<file path="config.mk">
export PLATFORM = sky130hd
export DESIGN_NAME = aes_round_ctrl
export DESIGN_NICKNAME = d
export VERILOG_FILES = /design/src/rtl/aes_round_ctrl_pkg.sv /design/src/rtl/aes_round_ctrl.sv
export SDC_FILE = /design/constraint.sdc
export NUM_CORES = 1
export LEC_CHECK = 0
export ABC_CLOCK_PERIOD_IN_PS = 2100
export CAP_MARGIN = 40
export CORE_UTILIZATION = 53
export CTS_BUF_LIST = sky130_fd_sc_hd__clkbuf_8
export DETAILED_ROUTE_END_ITERATION = 16
export GPL_TIMING_DRIVEN = 1
export PLACE_DENSITY = 0.9
export SLEW_MARGIN = 30
export SYNTH_ARGS = -nofsm -noshare
export SYNTH_HDL_FRONTEND = slang
export SYNTH_SLANG_ARGS = --single-unit
</file>
<file path="constraint.sdc">
create_clock -name clk -period 2.1 [get_ports clk]
set_input_delay 0.525 -clock clk [delete_from_list [all_inputs] [get_ports clk]]
set_output_delay 0.525 -clock clk [all_outputs]
set_load 0.05 [all_outputs]
</file>
<file path="src/rtl/aes_round_ctrl_pkg.sv">
// Shared types and round-count helpers for the AES round controller.
package aes_package;

  typedef enum logic [2:0] {
    ST_IDLE,
    ST_KEY_EXP,
    ST_KEY_READY,
    ST_ROUND,
    ST_OUT
  } aes_round_state_t;

  typedef enum logic [1:0] {
    KEY_128     = 2'd0,
    KEY_192     = 2'd1,
    KEY_256     = 2'd2,
    KEY_ILLEGAL = 2'd3
  } aes_key_len_t;

  localparam logic [3:0] AES_NR_128 = 4'd10;
  localparam logic [3:0] AES_NR_192 = 4'd12;
  localparam logic [3:0] AES_NR_256 = 4'd14;

  function automatic logic [3:0] aes_nr(aes_key_len_t len);
    case (len)
      KEY_128: aes_nr = AES_NR_128;
      KEY_192: aes_nr = AES_NR_192;
      KEY_256: aes_nr = AES_NR_256;
      default: aes_nr = '0;
    endcase
  endfunction

endpackage

</file>
<file path="src/rtl/aes_round_ctrl.sv">
// Sequences key expansion and iterative AES rounds; counts delivered blocks.
module aes_round_ctrl
  import aes_package::*;
#(
  parameter int unsigned CNT_W  = 16,
  parameter int unsigned RIDX_W = 4
) (
  input  logic              clk,
  input  logic              reset_n,
  input  logic              clear,
  input  logic [1:0]        key_len_i,
  input  logic              key_start_i,
  output logic              key_ready_o,
  output logic              key_err_o,
  input  logic              in_valid_i,
  output logic              in_ready_o,
  output logic              out_valid_o,
  input  logic              out_ready_i,
  output logic              dp_load_o,
  output logic              dp_round_en_o,
  output logic [RIDX_W-1:0] dp_round_idx_o,
  output logic              dp_final_o,
  output logic              ks_step_o,
  output logic [RIDX_W-1:0] ks_idx_o,
  output logic              busy_o,
  output logic [CNT_W-1:0]  blocks_done_o
);

  aes_round_state_t  state_q, state_d;
  logic [RIDX_W-1:0] idx_q, idx_d;
  logic [RIDX_W-1:0] nr_q, nr_d;
  logic [RIDX_W-1:0] pend_nr_q, pend_nr_d;
  logic              pend_q, pend_d;
  logic [CNT_W-1:0]  cnt_q, cnt_d;
  logic              err_q, err_d;

  aes_key_len_t      len;
  logic              key_legal;
  logic [RIDX_W-1:0] new_nr;
  logic              in_ready;
  logic              load;

  assign len    = aes_key_len_t'(key_len_i);
  assign new_nr = RIDX_W'(aes_nr(len));

  always_ff @(posedge clk or negedge reset_n) begin
    if (!reset_n) begin
      state_q   <= ST_IDLE;
      idx_q     <= '0;
      nr_q      <= '0;
      pend_nr_q <= '0;
      pend_q    <= 1'b0;
      cnt_q     <= '0;
      err_q     <= 1'b0;
    end else begin
      state_q   <= state_d;
      idx_q     <= idx_d;
      nr_q      <= nr_d;
      pend_nr_q <= pend_nr_d;
      pend_q    <= pend_d;
      cnt_q     <= cnt_d;
      err_q     <= err_d;
    end
  end

  always_comb begin
    state_d   = state_q;
    idx_d     = idx_q;
    nr_d      = nr_q;
    pend_nr_d = pend_nr_q;
    pend_d    = pend_q;
    cnt_d     = cnt_q;
    err_d     = key_start_i && (len == KEY_ILLEGAL);
    key_legal = key_start_i && (len != KEY_ILLEGAL);
    // a new key request always blocks acceptance so the key wins over data
    in_ready  = !clear && !key_start_i &&
                ((state_q == ST_KEY_READY) ||
                 ((state_q == ST_OUT) && out_ready_i && !pend_q));
    load      = in_ready && in_valid_i;

    case (state_q)
      ST_IDLE: begin
        if (key_legal) begin
          state_d = ST_KEY_EXP;
          idx_d   = RIDX_W'(1);
          nr_d    = new_nr;
        end
      end
      ST_KEY_EXP: begin
        if (key_start_i) begin
          if (key_legal) begin
            idx_d = RIDX_W'(1);
            nr_d  = new_nr;
          end else begin
            state_d = ST_IDLE;
            idx_d   = '0;
          end
        end else if (idx_q == nr_q) begin
          state_d = ST_KEY_READY;
          idx_d   = '0;
        end else begin
          idx_d = idx_q + RIDX_W'(1);
        end
      end
      ST_KEY_READY: begin
        if (key_legal) begin
          state_d = ST_KEY_EXP;
          idx_d   = RIDX_W'(1);
          nr_d    = new_nr;
        end else if (load) begin
          state_d = ST_ROUND;
          idx_d   = RIDX_W'(1);
        end
      end
      ST_ROUND: begin
        if (key_legal) begin
          pend_d    = 1'b1;
          pend_nr_d = new_nr;
        end
        if (idx_q == nr_q) begin
          state_d = ST_OUT;
          idx_d   = '0;
        end else begin
          idx_d = idx_q + RIDX_W'(1);
        end
      end
      ST_OUT: begin
        if (key_legal) begin
          pend_d    = 1'b1;
          pend_nr_d = new_nr;
        end
        if (out_ready_i) begin
          cnt_d = cnt_q + CNT_W'(1);
          // the pending key is consumed only once the in-flight block has left
          if (pend_d) begin
            state_d = ST_KEY_EXP;
            idx_d   = RIDX_W'(1);
            nr_d    = pend_nr_d;
            pend_d  = 1'b0;
          end else if (load) begin
            state_d = ST_ROUND;
            idx_d   = RIDX_W'(1);
          end else begin
            state_d = ST_KEY_READY;
          end
        end
      end
      default: begin
        state_d = ST_IDLE;
        idx_d   = '0;
      end
    endcase

    if (clear) begin
      state_d   = ST_IDLE;
      idx_d     = '0;
      nr_d      = '0;
      pend_nr_d = '0;
      pend_d    = 1'b0;
      cnt_d     = '0;
      err_d     = 1'b0;
    end
  end

  assign in_ready_o     = in_ready;
  assign dp_load_o      = load;
  assign key_ready_o    = (state_q == ST_KEY_READY) ||
                          (((state_q == ST_ROUND) || (state_q == ST_OUT)) && !pend_q);
  assign key_err_o      = err_q;
  assign out_valid_o    = (state_q == ST_OUT);
  assign dp_round_en_o  = (state_q == ST_ROUND);
  assign dp_round_idx_o = (state_q == ST_ROUND) ? idx_q : '0;
  assign dp_final_o     = (state_q == ST_ROUND) && (idx_q == nr_q);
  assign ks_step_o      = (state_q == ST_KEY_EXP);
  assign ks_idx_o       = (state_q == ST_KEY_EXP) ? idx_q : '0;
  assign busy_o         = (state_q == ST_KEY_EXP) || (state_q == ST_ROUND) ||
                          (state_q == ST_OUT);
  assign blocks_done_o  = cnt_q;

endmodule

</file>
* Word level (Yosys, flattened, before mapping)
Index checks and enable logic that the tools add are counted.
** Storage, ports and cells
- Word-level logic and storage cells :: 99
- Output and inout bits :: 33
- Input bits :: 8
- Bits in registers :: 33
** Cells by class
- Reductions and logical operators :: 30
- Muxes and demuxes :: 43
- Eq/ne operators :: 17
- Add/subtract/negate cells :: 2
** Operators by type and width (count)
- 4-bit two-way mux :: 18
- 16-bit two-way mux :: 3
- 3-bit two-way mux :: 9
- 4-bit one-hot mux with 3 select lines :: 2
- 4-bit one-hot mux with 5 select lines :: 1
- 16-bit by 1-bit adder with 16-bit output, second input constant :: 1
- 3-bit one-hot mux with 5 select lines :: 1
- 1-bit logical AND :: 9
- 3-bit by 2-bit != test with 1-bit output, second input constant :: 3
- 4-bit != test, second input constant :: 2
- 1-bit two-way mux :: 7
- 3-bit by 2-bit equality test with 1-bit output, second input constant :: 2
- 3-bit != test, second input constant :: 2
- 6-bit AND reduction :: 1
- 2-bit nonzero test :: 3
- 1-bit logical OR :: 5
- 4-bit by 1-bit adder with 4-bit output, second input constant :: 1
- 2-bit equality test, second input constant :: 2
- 4-bit equality test :: 1
- 4-bit by 3-bit != test with 1-bit output, second input constant :: 1
- 2-bit AND reduction :: 2
- 4-bit AND reduction :: 1
- 4-bit nonzero test :: 1
- 2-bit OR reduction :: 2
- other kinds (10) :: 12

* Depth between registers and ports, before layout
- Depth in word-level cells :: 11
- Depth in mapped cells :: 7

* Worst setup path before layout
No wires, ideal clock.
- Kind :: reg2out
- Start point :: register state_q[2]
- End point :: output port ks_idx_o[0]
- Path slack :: -0.439 ns
- Data required time :: 1.575 ns
- Path buffers :: 1
- Data arrival time :: 2.014 ns
- Cell stages (with the launch flop) :: 5
- Cell sequence :: dfrtp_1 buf_2 nand2b_1 nor2_1 and2_1
** On the way
- Cells in the longest elaborated chain, start to end :: 2
** Ends and longest elaborated chain
- start: declaration :: RTL line aes_round_ctrl.sv:29 : aes_round_state_t state_q, state_d;
- start signal: assignment :: RTL line aes_round_ctrl.sv:56 : state_q <= state_d;
- 3-bit by 1-bit equality test with 1-bit output
- via ks_step_o :: RTL line aes_round_ctrl.sv:23 : output logic ks_step_o,
- 4-bit two-way mux :: RTL line aes_round_ctrl.sv:175 : assign ks_idx_o = (state_q == ST_KEY_EXP) ? idx_q : '0;
- end: declaration :: RTL line aes_round_ctrl.sv:24 : output logic [RIDX_W-1:0] ks_idx_o,
The timed path passes the listed nets, and every way through them passes these cells.

* Final worst setup path
- Start point :: register cnt_q[5], in the netlist blocks_done_o[5]
- End point :: output port blocks_done_o[5]
** RTL lines
- start: declaration :: RTL line aes_round_ctrl.sv:34 : logic [CNT_W-1:0] cnt_q, cnt_d;
- start signal: assignment :: RTL line aes_round_ctrl.sv:61 : cnt_q <= cnt_d;
- end: declaration :: RTL line aes_round_ctrl.sv:26 : output logic [CNT_W-1:0] blocks_done_o
No word-level cell between the ends.

==> summary.md <==
| Metric | Value |
|---|---|
| Rows | 22 |
| Root buf cell | clkbuf_8 |
| Leak pwr | 0.00139 uW |
| Total power | 2450 uW |
| Fin. Hold Viols | 0 |
| Ant. Diodes | 0 |
| CP cell instances | clkdlybuf4s50_1 |
| Worst hold stages | 2 |
| Synth Register Bits | 33 |
| Distinct cell type count after synthesis | 49 |
| MaxCap Viol Count | 0 |
| Worst-Margin Slew | 0.531 ns |
| Post-synth top area cell | dfrtp_1 |
| Reg2reg setup slack | 0.08 ns |
| Chip Width | 64.0 microns |
| Reg-to-reg endpoint | idx_q[0]$_DFFE_PN0P_ |
| Worst Path Max Fanout | 4 |
| Fraction of final layout cells with drive strength greater than 1 | 0.293 |
| Worst path depth | 1 |
| Fmax | 481 MHz |
| Post-synth EDFFs | 0 |
| Drc violations | 0 |
| DR vias | 2091 |
| R2R Path Start | state_q[2]$_DFFE_PN0P_ |
| Drt wl/cell | 17.4 microns |
| Syn Inst Count | 227 |
| Fin crit period | 2.08 ns |
| Worst slack, placed | -0.0980 ns |
| Die H | 64.0 microns |
| Final std cells w/o fill | 345 |
| Area Overhead vs Synth | 48.8% |
| Synth top area share | 0.406 |
| Mapped Avg Cell Area | 8.97 sq um |
| Critical path's slowest cell | clkdlybuf4s50_1 |
| Gr usage total | 0.298 |
| FFs w/ async S/R, synth | 1.00 |
| Port buffer count | 40 |
| Max Clock Skew | 0.00580 ns |
| Clk pin slew, worst setup/hold paths | 0.07 ns |
| Delay-heaviest family, CP | buffers and inverters |
| Multi-input gate area | 1180 sq um |
| Drt first pass iters | 5 |
| Final ANT Viol Nets | 0 |
| Clk sinks | 33 |
| Grt total ovfl | 0 |
| Hold wc startpoint | nr_q[2]$_DFFE_PN0P_ |
| Num CTS Buffers | 5 |
| H-tree levels | 2 |
| CTS max path bufs | 2 |
| CP endpoint kind | output pin |
| Worst min path class | flip-flop to flip-flop |
| IR drop worst, VDD | 632 uV |
| Top post-synthesis cells by area | dfrtp_1, nor2_1, xor2_1 |
| Seq. cell area | 833 sq um |
| Dominant cell by count in the synthesized netlist | nor2_1 |
| Worst-Skew Late Latency | 0.30 ns |
| Vias per inst | 6.06 |
| First-pass GRT wire length | 9.26 mm |
| Crit path launch type | flip-flop |
| Syn_nets | 240 |
| Cts hold-fix bufs | 0 |
| Most frequent cells after synthesis | nor2_1, dfrtp_1, nand2_1 |
| Core ar. | 3660 sq um |
| WL final | 5.99 mm |
| Fin crit share | 0.991 |
| Initial core utilization | 0.556 |
| Sequential area share after synthesis | 0.406 |
| Synth Cell Area | 2040 sq um |
| Max Slew Vio Count | 0 |
| Crit Path Category | flip-flop to output pin |
| I/O pin count | 41 |
| CTS tree | built |
| Placed cells | 326 |
| Vias in the first global route | 1872 |
| Status | finished clean |
| Largest net degree at the start of global routing | 34 |
| Synth Warn # | 0 |
| Max-slew headroom | 0.645 |
| R2R depth | 6 |
| Fin nets | 309 |
| Post-detail-place hpwl | 3.90 mm |
| Die footprint | 4090 sq um |
| Initial antenna violation count | 0 |
| WP buf/inv | 1 |
| Critical Path RT | 1.57 ns |
| Final setup fails | 0 |
| CP max stage delay | 0.84 ns |
| PD cells | 808 nW/um^2 |
| Critical path arrival | 1.56 ns |
| Synth Flop Type | dfrtp_1 |
| 1st-iter DRT viols | 219 |
| FILL cells | 182 |
| Placer congestion estimate | 0.995 |
| Hold Path End | nr_q[2]$_DFFE_PN0P_ |
| Final worst slack | 0.0198 ns |
logic make-up (layout without fill, tap and decap cells):
| family | count (synthesis) | count (layout) | share of synthesized area |
|---|---|---|---|
| adders and majority gates | 5 | 5 | 0.0307 |
| AOI/OAI and AO/OA | 44 | 44 | 0.159 |
| DFF | 33 | 33 | 0.406 |
| buffers and inverters | 17 | 87 | 0.0375 |
| and+or+nand+nor | 105 | 105 | 0.266 |
| xor gates and xnor gates | 19 | 19 | 0.0817 |
| muxes | 4 | 4 | 0.0197 |
power by group:
group / switching, uW / leakage, uW / internal (uW)
clock network: 246 / 0.0000626 / 382
registers: 78.4 / 0.000445 / 679
logic: 575 / 0.000886 / 487
final cells by class:
type / count / area share
clock inverter: 2 / 0.0112
inverter: 5 / 0.00785
multi-input combinational: 177 / 0.391
clock buffer: 6 / 0.0273
tap: 48 / 0.0198
timing repair buffer: 74 / 0.268
sequential: 33 / 0.275
stage by stage:
step	setup TNS (ns)	area (sq um)	hold slack (ns)	util
4_1_cts	0	2940	0.507	0.802
3_3_place_gp	-0.539	2780	0.483	0.758
3_5_place_dp	-1.04	2780	0.492	0.758
2_1_floorplan	-0.00560	2050	0.229	-
5_1_grt	-0.0773	3030	0.545	0.827
6_report	0	3030	0.515	0.827
worst max path at each step:
| stage | startpoint | endpoint |
|---|---|---|
| global route | state_q[2]$_DFFE_PN0P_ | idx_q[0]$_DFFE_PN0P_ |
| floorplan | state_q[2]$_DFFE_PN0P_ | dp_round_idx_o[0] |
| finish | blocks_done_o[5]$_DFFE_PN0P_ | blocks_done_o[5] |
| global placement | key_len_i[0] | idx_q[0]$_DFFE_PN0P_ |
| CTS | state_q[2]$_DFFE_PN0P_ | ks_idx_o[0] |
| detailed placement | key_len_i[0] | pend_q$_DFFE_PN0P_ |
worst reg2reg max path: cells and delay by family (launching register included):
family	cells	cell delay, ns
buffers and inverters	2	0.34
AOI/OAI and AO/OA	4	1.12
DFF	1	0.44
cells in the final DEF (no fill, tap or decap), types with 2 or more instances in the layout:
cell type / n
and4_1: 4
a211oi_1: 2
dlymetal6s2s_1: 3
o31ai_1: 4
nand4_1: 7
clkbuf_8: 6
nor2_4: 2
xnor2_1: 5
a21oi_1: 6
o21ai_1: 5
and2_4: 5
xor2_1: 13
mux2i_1: 4
a31o_1: 2
ha_1: 5
nor2b_1: 3
inv_1: 3
buf_4: 38
dfrtp_1: 27
o21ai_0: 7
nand2b_1: 5
clkdlybuf4s50_1: 15
and2_1: 4
nor3_1: 3
inv_4: 2
dlygate4sd2_1: 2
o21a_1: 2
nor2_1: 33
a32o_1: 3
and4bb_1: 2
nand3_1: 5
dfrtp_2: 6
buf_12: 16
nand2_1: 20
and3_1: 2
metal layers:
| layer | GRT usage | wire length, microns | vias up |
|---|---|---|---|
| met2 | 0.489 | 2940 | 119 |
| met4 | 0.114 | 169 | 0 |
| li1 | - | - | 932 |
| met3 | 0.0500 | 506 | 26 |
| met5 | 0 | 0 | - |
| met1 | 0.392 | 2380 | 1014 |
registers in the layout (all words and copies together), names as in the netlist:
name           cells
pend_q             1
pend_nr_q          4
key_err_o          1
idx_q              4
blocks_done_o     16
state_q            3
nr_q               4
timing repair:
item                       4_1_cts  5_1_grt
setup buffers                    4        7
setup endpoints to repair       13       15
gates resized for setup          8       15
pin swaps                        3        6
No activity file was read; power rests on OpenSTA's default activity.
